File: config.mk
export PLATFORM = sky130hd
export DESIGN_NAME = lif_neuron_scheduler
export DESIGN_NICKNAME = d
export VERILOG_FILES = /design/src/rtl/lif_neuron_scheduler_pkg.sv /design/src/rtl/lif_neuron_scheduler_rr_arbiter.sv /design/src/rtl/lif_neuron_scheduler.sv
export SDC_FILE = /design/constraint.sdc
export NUM_CORES = 1
export LEC_CHECK = 0
export ABC_AREA = 1
export ABC_CLOCK_PERIOD_IN_PS = 4000
export CORE_MARGIN = 3
export CORE_UTILIZATION = 55
export CTS_CLUSTER_SIZE = 24
export DETAILED_ROUTE_END_ITERATION = 12
export PLACE_DENSITY = 0.87
export SETUP_SLACK_MARGIN = 0.5
export SLEW_MARGIN = 20
export SYNTH_ARGS = -nofsm -noshare
export SYNTH_HDL_FRONTEND = slang
export SYNTH_HIERARCHICAL = 1
export SYNTH_SLANG_ARGS = --single-unit
File: constraint.sdc
create_clock -name clk -period 4 [get_ports clk]
set_input_delay 1.2 -clock clk [delete_from_list [all_inputs] [get_ports clk]]
set_output_delay 1.2 -clock clk [all_outputs]
set_load 0.1 [all_outputs]
File: src/rtl/lif_neuron_scheduler_pkg.sv
// Shared types and the LIF update arithmetic for the neuron scheduler.
// The update function is width-generic so the scheduler and other tile blocks can reuse it.
package lif_neuron_scheduler_pkg;

  localparam int N_NEUR_DEF = 4;
  localparam int W_DEF      = 6;
  localparam int ID_W_DEF   = $clog2(N_NEUR_DEF);
  localparam int LIF_MAXW   = 16;

  typedef enum logic [2:0] {
    ST_IDLE   = 3'd0,
    ST_LOAD   = 3'd1,
    ST_UPDATE = 3'd2,
    ST_EMIT   = 3'd3,
    ST_LEAK   = 3'd4
  } lif_state_e;

  // cur + (f ? 0 : s>>1), saturated to 2^w-1 (w <= LIF_MAXW).
  function automatic logic [LIF_MAXW-1:0] lif_sat_add(
    input logic [LIF_MAXW-1:0] cur,
    input logic [LIF_MAXW-1:0] s,
    input logic                f,
    input int unsigned         w
  );
    logic [LIF_MAXW:0]   sum;
    logic [LIF_MAXW:0]   max_v;
    logic [LIF_MAXW-1:0] leak_term;
    leak_term = f ? '0 : (s >> 1);
    max_v     = (LIF_MAXW+1)'((64'd1 << w) - 64'd1);
    sum       = {1'b0, cur} + {1'b0, leak_term};
    if (sum > max_v) sum = max_v;
    return sum[LIF_MAXW-1:0];
  endfunction

endpackage

File: src/rtl/lif_neuron_scheduler_rr_arbiter.sv
// Combinational round-robin arbiter: first asserted request at or after ptr wins.
// N must be a power of two so the index wraps naturally.
module rr_arbiter #(
  parameter int N     = 4,
  parameter int IDX_W = $clog2(N)
) (
  input  logic [N-1:0]     req,
  input  logic [IDX_W-1:0] ptr,
  output logic [N-1:0]     grant,
  output logic [IDX_W-1:0] grant_idx,
  output logic             any_grant
);

  logic [IDX_W-1:0] idx;

  always_comb begin
    grant     = '0;
    grant_idx = '0;
    any_grant = 1'b0;
    idx       = '0;
    for (int i = 0; i < N; i++) begin
      idx = ptr + IDX_W'(i);
      if (!any_grant && req[idx]) begin
        any_grant  = 1'b1;
        grant[idx] = 1'b1;
        grant_idx  = idx;
      end
    end
  end

endmodule

File: src/rtl/lif_neuron_scheduler.sv
// Time-multiplexed LIF neuron scheduler: round-robin request grant, one shared
// update datapath, spike event output, periodic leak sweeps and threshold config.
module lif_neuron_scheduler
  import lif_neuron_scheduler_pkg::*;
#(
  parameter int N_NEUR      = N_NEUR_DEF,
  parameter int W           = W_DEF,
  parameter int DEFAULT_THR = 32,
  parameter int ID_W        = $clog2(N_NEUR)
) (
  input  logic                clk,
  input  logic                reset,
  input  logic [N_NEUR-1:0]   req_valid,
  input  logic [N_NEUR*W-1:0] req_current,
  output logic [N_NEUR-1:0]   req_ready,
  input  logic                leak_tick,
  input  logic                cfg_we,
  input  logic [ID_W-1:0]     cfg_id,
  input  logic [W-1:0]        cfg_thr,
  output logic                spike_valid,
  output logic [ID_W-1:0]     spike_id,
  input  logic                spike_ready,
  output logic                busy,
  output logic [N_NEUR*W-1:0] state_dbg,
  output lif_state_e          fsm_dbg
);

  // Handshakes: a transfer happens on a cycle where valid && ready are both high.
  // Requesters hold req_valid/req_current until req_ready; the scheduler holds
  // spike_valid/spike_id stable until spike_ready.

  lif_state_e fsm_q, fsm_d;

  logic [W-1:0]      st_mem  [N_NEUR];
  logic [W-1:0]      thr_mem [N_NEUR];
  logic [N_NEUR-1:0] flag_mem;

  logic [ID_W-1:0] rr_ptr_q, g_q, leak_idx_q, spike_id_q;
  logic [W-1:0]    cur_q, s_q, t_q;
  logic            f_q;
  logic            leak_pend_q;

  logic [N_NEUR-1:0] arb_grant;
  logic [ID_W-1:0]   arb_idx;
  logic              arb_any;
  logic              grant_fire;

  logic [LIF_MAXW-1:0] sum_wide;
  logic [W-1:0]        upd_sum;
  logic                upd_fire;

  rr_arbiter #(
    .N     (N_NEUR),
    .IDX_W (ID_W)
  ) u_arb (
    .req       (req_valid),
    .ptr       (rr_ptr_q),
    .grant     (arb_grant),
    .grant_idx (arb_idx),
    .any_grant (arb_any)
  );

  // Pending leak sweeps win over requests, so no grant while one is queued.
  assign grant_fire = (fsm_q == ST_IDLE) && !leak_pend_q && arb_any && !reset;
  assign req_ready  = grant_fire ? arb_grant : '0;

  always_comb begin
    sum_wide = lif_sat_add(LIF_MAXW'(cur_q), LIF_MAXW'(s_q), f_q, W);
    upd_sum  = sum_wide[W-1:0];
    upd_fire = (upd_sum >= t_q);
  end

  always_comb begin
    fsm_d = fsm_q;
    case (fsm_q)
      ST_IDLE: begin
        if (leak_pend_q)  fsm_d = ST_LEAK;
        else if (arb_any) fsm_d = ST_LOAD;
      end
      ST_LOAD:   fsm_d = ST_UPDATE;
      ST_UPDATE: fsm_d = upd_fire ? ST_EMIT : ST_IDLE;
      ST_EMIT:   if (spike_ready) fsm_d = ST_IDLE;
      ST_LEAK:   if (leak_idx_q == ID_W'(N_NEUR-1)) fsm_d = ST_IDLE;
      default:   fsm_d = ST_IDLE;
    endcase
  end

  always_ff @(posedge clk) begin
    if (reset) fsm_q <= ST_IDLE;
    else       fsm_q <= fsm_d;
  end

  always_ff @(posedge clk) begin
    if (reset) begin
      for (int i = 0; i < N_NEUR; i++) begin
        st_mem[i]  <= '0;
        thr_mem[i] <= W'(DEFAULT_THR);
      end
      flag_mem    <= '0;
      rr_ptr_q    <= '0;
      g_q         <= '0;
      leak_idx_q  <= '0;
      spike_id_q  <= '0;
      cur_q       <= '0;
      s_q         <= '0;
      t_q         <= '0;
      f_q         <= 1'b0;
      leak_pend_q <= 1'b0;
    end else begin
      if (cfg_we) thr_mem[cfg_id] <= cfg_thr;

      // A tick landing on the cycle the sweep starts merges into that sweep.
      if (fsm_q == ST_IDLE && leak_pend_q) leak_pend_q <= 1'b0;
      else if (leak_tick)                  leak_pend_q <= 1'b1;

      if (grant_fire) begin
        g_q      <= arb_idx;
        cur_q    <= req_current[arb_idx*W +: W];
        rr_ptr_q <= arb_idx + 1'b1;
      end

      case (fsm_q)
        ST_IDLE: leak_idx_q <= '0;
        ST_LOAD: begin
          s_q <= st_mem[g_q];
          f_q <= flag_mem[g_q];
          t_q <= (cfg_we && cfg_id == g_q) ? cfg_thr : thr_mem[g_q];
        end
        ST_UPDATE: begin
          st_mem[g_q]   <= upd_fire ? '0 : upd_sum;
          flag_mem[g_q] <= upd_fire;
          if (upd_fire) spike_id_q <= g_q;
        end
        ST_LEAK: begin
          if (st_mem[leak_idx_q] != '0) st_mem[leak_idx_q] <= st_mem[leak_idx_q] - 1'b1;
          leak_idx_q <= leak_idx_q + 1'b1;
        end
        default: ;
      endcase
    end
  end

  always_comb begin
    state_dbg = '0;
    for (int i = 0; i < N_NEUR; i++) state_dbg[i*W +: W] = st_mem[i];
  end

  assign spike_valid = (fsm_q == ST_EMIT);
  assign spike_id    = spike_id_q;
  assign busy        = (fsm_q != ST_IDLE);
  assign fsm_dbg     = fsm_q;

endmodule

# Yosys cells after proc, flatten, opt, wreduce, memory -nomap -nowiden
# Memories as Yosys holds them, arrays and structs flattened. A register that Yosys moved wholly into a read port is not among the register bits.
# Cells that the tools add are included.
# W data, S select, Z words.
# totals
reg_bits,23
mem_bits_rw,48
in_bits,41
out_inout_bits,35
word_cells,137
memories,2
# op_classes
addsub,7
n_mul,1
n_lt_le_gt_ge,12
eq_ne,8
n_shift,1
mux,67
bitwise,3
n_reduce_logical,27
# memory_table
name,words,width,read_ports,rd_ports_with_merged_regs,wr,line,rtl
st_mem,4,6,6,2,4,lif_neuron_scheduler.sv:34,logic [W-1:0] st_mem [N_NEUR];
thr_mem,4,6,1,1,4,lif_neuron_scheduler.sv:35,logic [W-1:0] thr_mem [N_NEUR];
# op_table
operator,n
$mux W6,5
$mux W1,29
$shiftx A24 B6 Y6,1
$mux W2,10
$mux W4,5
$reduce_or A6 Y1,3
$lt A2 B3 Y1 const B,5
$pmux W3 S5,1
$logic_and A1 B1 Y1,12
$mux W3,4
$or A4 B4 Y4,3
$bmux W1 S2,5
$demux W1 S2,5
$ge A2 B1 Y1 const B,5
$add A6 B5 Y7,1
$gt A7 B6 Y1 const B,1
$add A2 B1 Y2 const B,3
$eq A3 B2 Y1 const B,2
$ge A6 B6 Y1,1
$reduce_bool A6 Y1,1
$sub A6 B1 Y6 const B,1
$logic_not A1 Y1,5
$mux W5,1
$add A2 B2 Y2 const B,2
other kinds (15),15

# Depth between registers and ports, before layout
# logic_depth
depth_word,15
ltp_mapped,21
ltp_nobuf,21

# Modules after synthesis
# The synthesis kept the hierarchy.
# by_module_without_submodules
module,n_inst,cells_each,area_per_inst_um2,seq_area_each_um2
lif_neuron_scheduler,1,612,4690.7,2162.1
rr_arbiter,1,74,440.4,0.0

# Worst setup path after synthesis
# Ideal clock, no wire load.
# synth_path
path_kind,register -> output
start,register fsm_q[1] (netlist: fsm_dbg[1])
end,output port req_ready[0]
arrival_ns,3.605
required_time_ns,2.800
path_slack_ns,-0.805
stages_incl_launch_ff,8
path_buffers,0
path_cell_list,dfxtp_1 > nor2_1 > nand2_1 > inv_1 > nand3_2 > nor2_2 > inv_1 > nor2_1
# synth_between
elab_chain_len,5
# synth_lines
element,line,rtl
from (decl),lif_neuron_scheduler.sv:32,"lif_state_e fsm_q, fsm_d;"
from (signal assigned),lif_neuron_scheduler.sv:90,else fsm_q <= fsm_d;
$logic_not A3 Y1,lif_neuron_scheduler.sv:64,assign grant_fire = (fsm_q == ST_IDLE) && !leak_pend_q && arb_any && !reset;
$logic_and A1 B1 Y1 (3 in a row),lif_neuron_scheduler.sv:64,
$mux W4,lif_neuron_scheduler.sv:65,assign req_ready = grant_fire ? arb_grant : '0;
to (decl),lif_neuron_scheduler.sv:15,"output logic [N_NEUR-1:0] req_ready,"
# Every way passes these cells.

# Final worst setup path
# layout_path
start,input port req_valid[0]
end,output port req_ready[1]
# layout_between
elab_chain_len,15
word_cells_on_any_way,28
cone_classes,mux (17); bitwise (3); reduce/logical (8)
# layout_lines
element,line,rtl
from (decl),lif_neuron_scheduler.sv:13,"input logic [N_NEUR-1:0] req_valid,"
$bmux W1 S2,lif_neuron_scheduler_rr_arbiter.sv:23,if (!any_grant && req[idx]) begin
$mux W1 (implied by the code),lif_neuron_scheduler_rr_arbiter.sv:23,
$mux W1,lif_neuron_scheduler_rr_arbiter.sv:23,
$logic_not A1 Y1,lif_neuron_scheduler_rr_arbiter.sv:23,
$logic_and A1 B1 Y1,lif_neuron_scheduler_rr_arbiter.sv:23,
$mux W1,lif_neuron_scheduler_rr_arbiter.sv:23,
$logic_not A1 Y1,lif_neuron_scheduler_rr_arbiter.sv:23,
$logic_and A1 B1 Y1,lif_neuron_scheduler_rr_arbiter.sv:23,
$mux W1,lif_neuron_scheduler_rr_arbiter.sv:23,
$logic_not A1 Y1,lif_neuron_scheduler_rr_arbiter.sv:23,
$logic_and A1 B1 Y1,lif_neuron_scheduler_rr_arbiter.sv:23,
$mux W1 *,lif_neuron_scheduler_rr_arbiter.sv:23,
named net arb_any,lif_neuron_scheduler.sv:45,logic arb_any;
$logic_and A1 B1 Y1 * (2 in a row),lif_neuron_scheduler.sv:64,
$mux W4 *,lif_neuron_scheduler.sv:65,
# Mark *: on every way through the listed nets, which the timed path passes. The rest lies on a longest branch. The select of a mux whose other input is x is not followed.

==> flow_summary.json <==
{
  "status": "completed",
  "grt_max_degree": 33,
  "vdd_drop_max_v": 0.000385,
  "setup.worst_path.start_class": "input port",
  "ctsHoldBuffers": 0,
  "crit_type": "input port to primary output",
  "timing.rr.start": "s_q[1]$_SDFFE_PP0P_",
  "tightest_slew_ns": 1.06,
  "synthTopCellsByArea": "edfxtp_1 28%, dfxtp_1 14%, nand2_1 12%",
  "grt_pass1_vias": 4986,
  "slew_headroom": 0.290,
  "rrSetupSlack_ns": 0.73,
  "synth-compound-area-share": 0.103,
  "vias": 5153,
  "antenna_found_initial": 0,
  "dieArea_sq_um": 10500,
  "clock-root-buffer": "clkbuf_8",
  "crit_fanout": 5,
  "ys_types": 39,
  "drive_above_1_share": 0.164,
  "synth_fp_nets": 747,
  "startpoint": "req_valid[0]",
  "hold_viol": 0,
  "die_x_um": 103,
  "synth.largest_area_cell": "edfxtp_1",
  "worst-r2r-cell-count": 18,
  "worst_ep_arrival_time_ns": 2.48,
  "viasPerCell": 5.79,
  "hold_class": "flip-flop to flip-flop",
  "overflow": 0,
  "synth_fa_ha_area_frac": 0.0502,
  "synthMuxAreaShare": 0,
  "synth_simple_gate_area_frac": 0.326,
  "max_freq_mhz": 272,
  "min_period_ns": 3.68,
  "clock_latency_ns": 0.37,
  "synth_top_family_by_area": "simple AND/OR/NAND/NOR gates",
  "cellPowerDensity_nw_per_um2": 774,
  "cts_made_buffers": 9,
  "synth_xor_area_frac": 0.00683,
  "drt-initial-drc-count": 562,
  "synth_ff_type": "edfxtp_1",
  "io_pins": 76,
  "reg2reg_to": "st_mem[0][5]$_SDFFCE_PN0P_",
  "leakagePower_nw": 2.89,
  "fillers": 639,
  "seq_area_frac_synth": 0.421,
  "cts_tree": "yes",
  "final_cell_mix": "165 x nand2_1, 85 x inv_1, 69 x nand3_1, 63 x nor2_1, 56 x clkdlybuf4s50_1",
  "ys_ff_latch": 84,
  "rsz0062_at_grt": "yes",
  "layout.nets": 838,
  "critPathCapture": "req_ready[1]",
  "port_buffers": 75,
  "track_usage": 0.282,
  "detail_route.wl_per_cell_um": 16.4,
  "wl_um": 14600,
  "postSynthAreaPerCell_sq_um": 7.48,
  "netlist_instances": 686,
  "dp_hpwl_um": 10900,
  "timing.final.crit_share": 0.920,
  "yosys_warnings": 6,
  "synth_top_area_frac": 0.281,
  "setup_viol": 0,
  "diodes": 0,
  "grt_pass1_wl_um": 23300,
  "place_congestion": 0.957,
  "layout.cells.most_common": "nand2_1",
  "worst_slack_ns": 0.319,
  "async_flop_share": 0,
  "clock-sinks": 84,
  "synth_edf_count": 48,
  "end_kind": "primary output",
  "skew_ns": 0.0130,
  "dieHeight_um": 103,
  "cts.clk_slew.worst_paths_ns": 0.09,
  "drtAntennaViolNets": 0,
  "post_synth_instance_area_sq_um": 5130,
  "drc_errors": 0,
  "area_growth_pct": 26.1,
  "final_max_slew_viol_count": 0,
  "core_sq_um": 8890,
  "whs_ns": 0.512,
  "num_rows": 34,
  "cts_buffer_depth": 2,
  "initial_utilization": 0.577,
  "required_ns": 2.80,
  "firstDrtPassIters": 6,
  "drv_cap": 0,
  "dp_slack_ns": -0.166,
  "cts-htree-levels": 3
}
## flip-flops by register name, summed over array words and instances (netlist names), named ones only
name,count
cur_q,6
spike_id,2
f_q,1
thr_mem,24
fsm_dbg,3
leak_idx_q,2
g_q,2
st_mem,24
leak_pend_q,1
rr_ptr_q,2
s_q,5
flag_mem,4
t_q,6
## routing by layer
layer | share of wire | track usage | up-vias
li1 | - | - | 2440
met1 | 0.39 | 0.348 | 2371
met2 | 0.50 | 0.491 | 279
met3 | 0.077 | 0.0589 | 63
met4 | 0.033 | 0.0979 | 0
met5 | 0 | 0 | -
## how the worst min path moves through the flow
stage / from / cells past startpoint / end
after global routing: cur_q[3]$_SDFFE_PP0P_ / 2 / cur_q[3]$_SDFFE_PP0P_
final: cur_q[3]$_SDFFE_PP0P_ / 2 / cur_q[3]$_SDFFE_PP0P_
after floorplan: cur_q[0]$_SDFFE_PP0P_ / 2 / cur_q[0]$_SDFFE_PP0P_
after CTS: cur_q[2]$_SDFFE_PP0P_ / 2 / cur_q[2]$_SDFFE_PP0P_
after detailed placement: cur_q[2]$_SDFFE_PP0P_ / 2 / cur_q[2]$_SDFFE_PP0P_
after global placement: cur_q[2]$_SDFFE_PP0P_ / 2 / cur_q[2]$_SDFFE_PP0P_
## area by class of cell
cell class	instances	area, sq um	share of cell area
inverters	101	402	0.0621
well taps	108	135	0.0209
clock inverters	6	93.8	0.0145
flip-flops and latches	84	2160	0.334
multi-input cells	482	2610	0.403
clock buffers	10	128	0.0197
repair buffers	99	937	0.145
## through the flow
step	instance area (sq um)	setup TNS [ns]	utilization	power [W]	cells
after global placement	6210	-0.328	0.699	0.00407	872
after global routing	6470	0	0.728	0.00531	890
after CTS	6430	0	0.723	0.00487	888
after floorplan	5240	0	-	0.00338	686
final	6470	0	0.728	0.00501	890
after detailed placement	6210	-0.605	0.699	0.00417	872
## synth_stat cells (2+ instances only)
cell type	number
ha_1	19
nand4_1	13
nor2_2	3
nor2_4	3
xnor2_1	2
xor2_1	2
dfxtp_1	36
inv_1	92
o21ai_0	32
nor3_1	4
clkbuf_1	12
nand3_1	69
inv_2	8
nand2_1	170
a41oi_1	5
nand3_2	9
buf_6	2
edfxtp_1	48
nand2_4	3
a21boi_0	5
a21oi_1	30
buf_2	3
nand2_2	17
a31oi_1	5
nor2_1	73
a22oi_1	8
## cell families after synthesis
group / Yosys count
AOI/OAI and AO/OA: 91
xor gates and xnor gates: 4
adders and majority gates: 20
buffers and inverters: 120
DFF: 84
and+or+nand+nor: 367
## power by group
group	internal (W)	switching [W]	leakage [nW]
clock network	0.000359	0.000335	0.108
registers	0.00112	0.000175	0.778
logic	0.000931	0.00209	2.01
total	0.00241	0.00260	2.89
## critical path, cell delays in order
cell	delay, ns
buf_6	0.09
buf_4	0.13
nand2_4	0.06
nand2_1	0.06
nand2_1	0.07
nand2_2	0.07
nor2_4	0.10
nand4_1	0.17
nand3_2	0.15
nor2_4	0.05
inv_4	0.11
nor2_4	0.06
buf_12	0.16
## what timing repair did
action | 4_1_cts | 5_1_grt
gates resized for setup | 21 | 9
buffers inserted | 0 | 2
setup endpoints to repair | 4 | 32
pin swaps | 8 | 4
No activity file was read; power rests on OpenSTA's default activity.
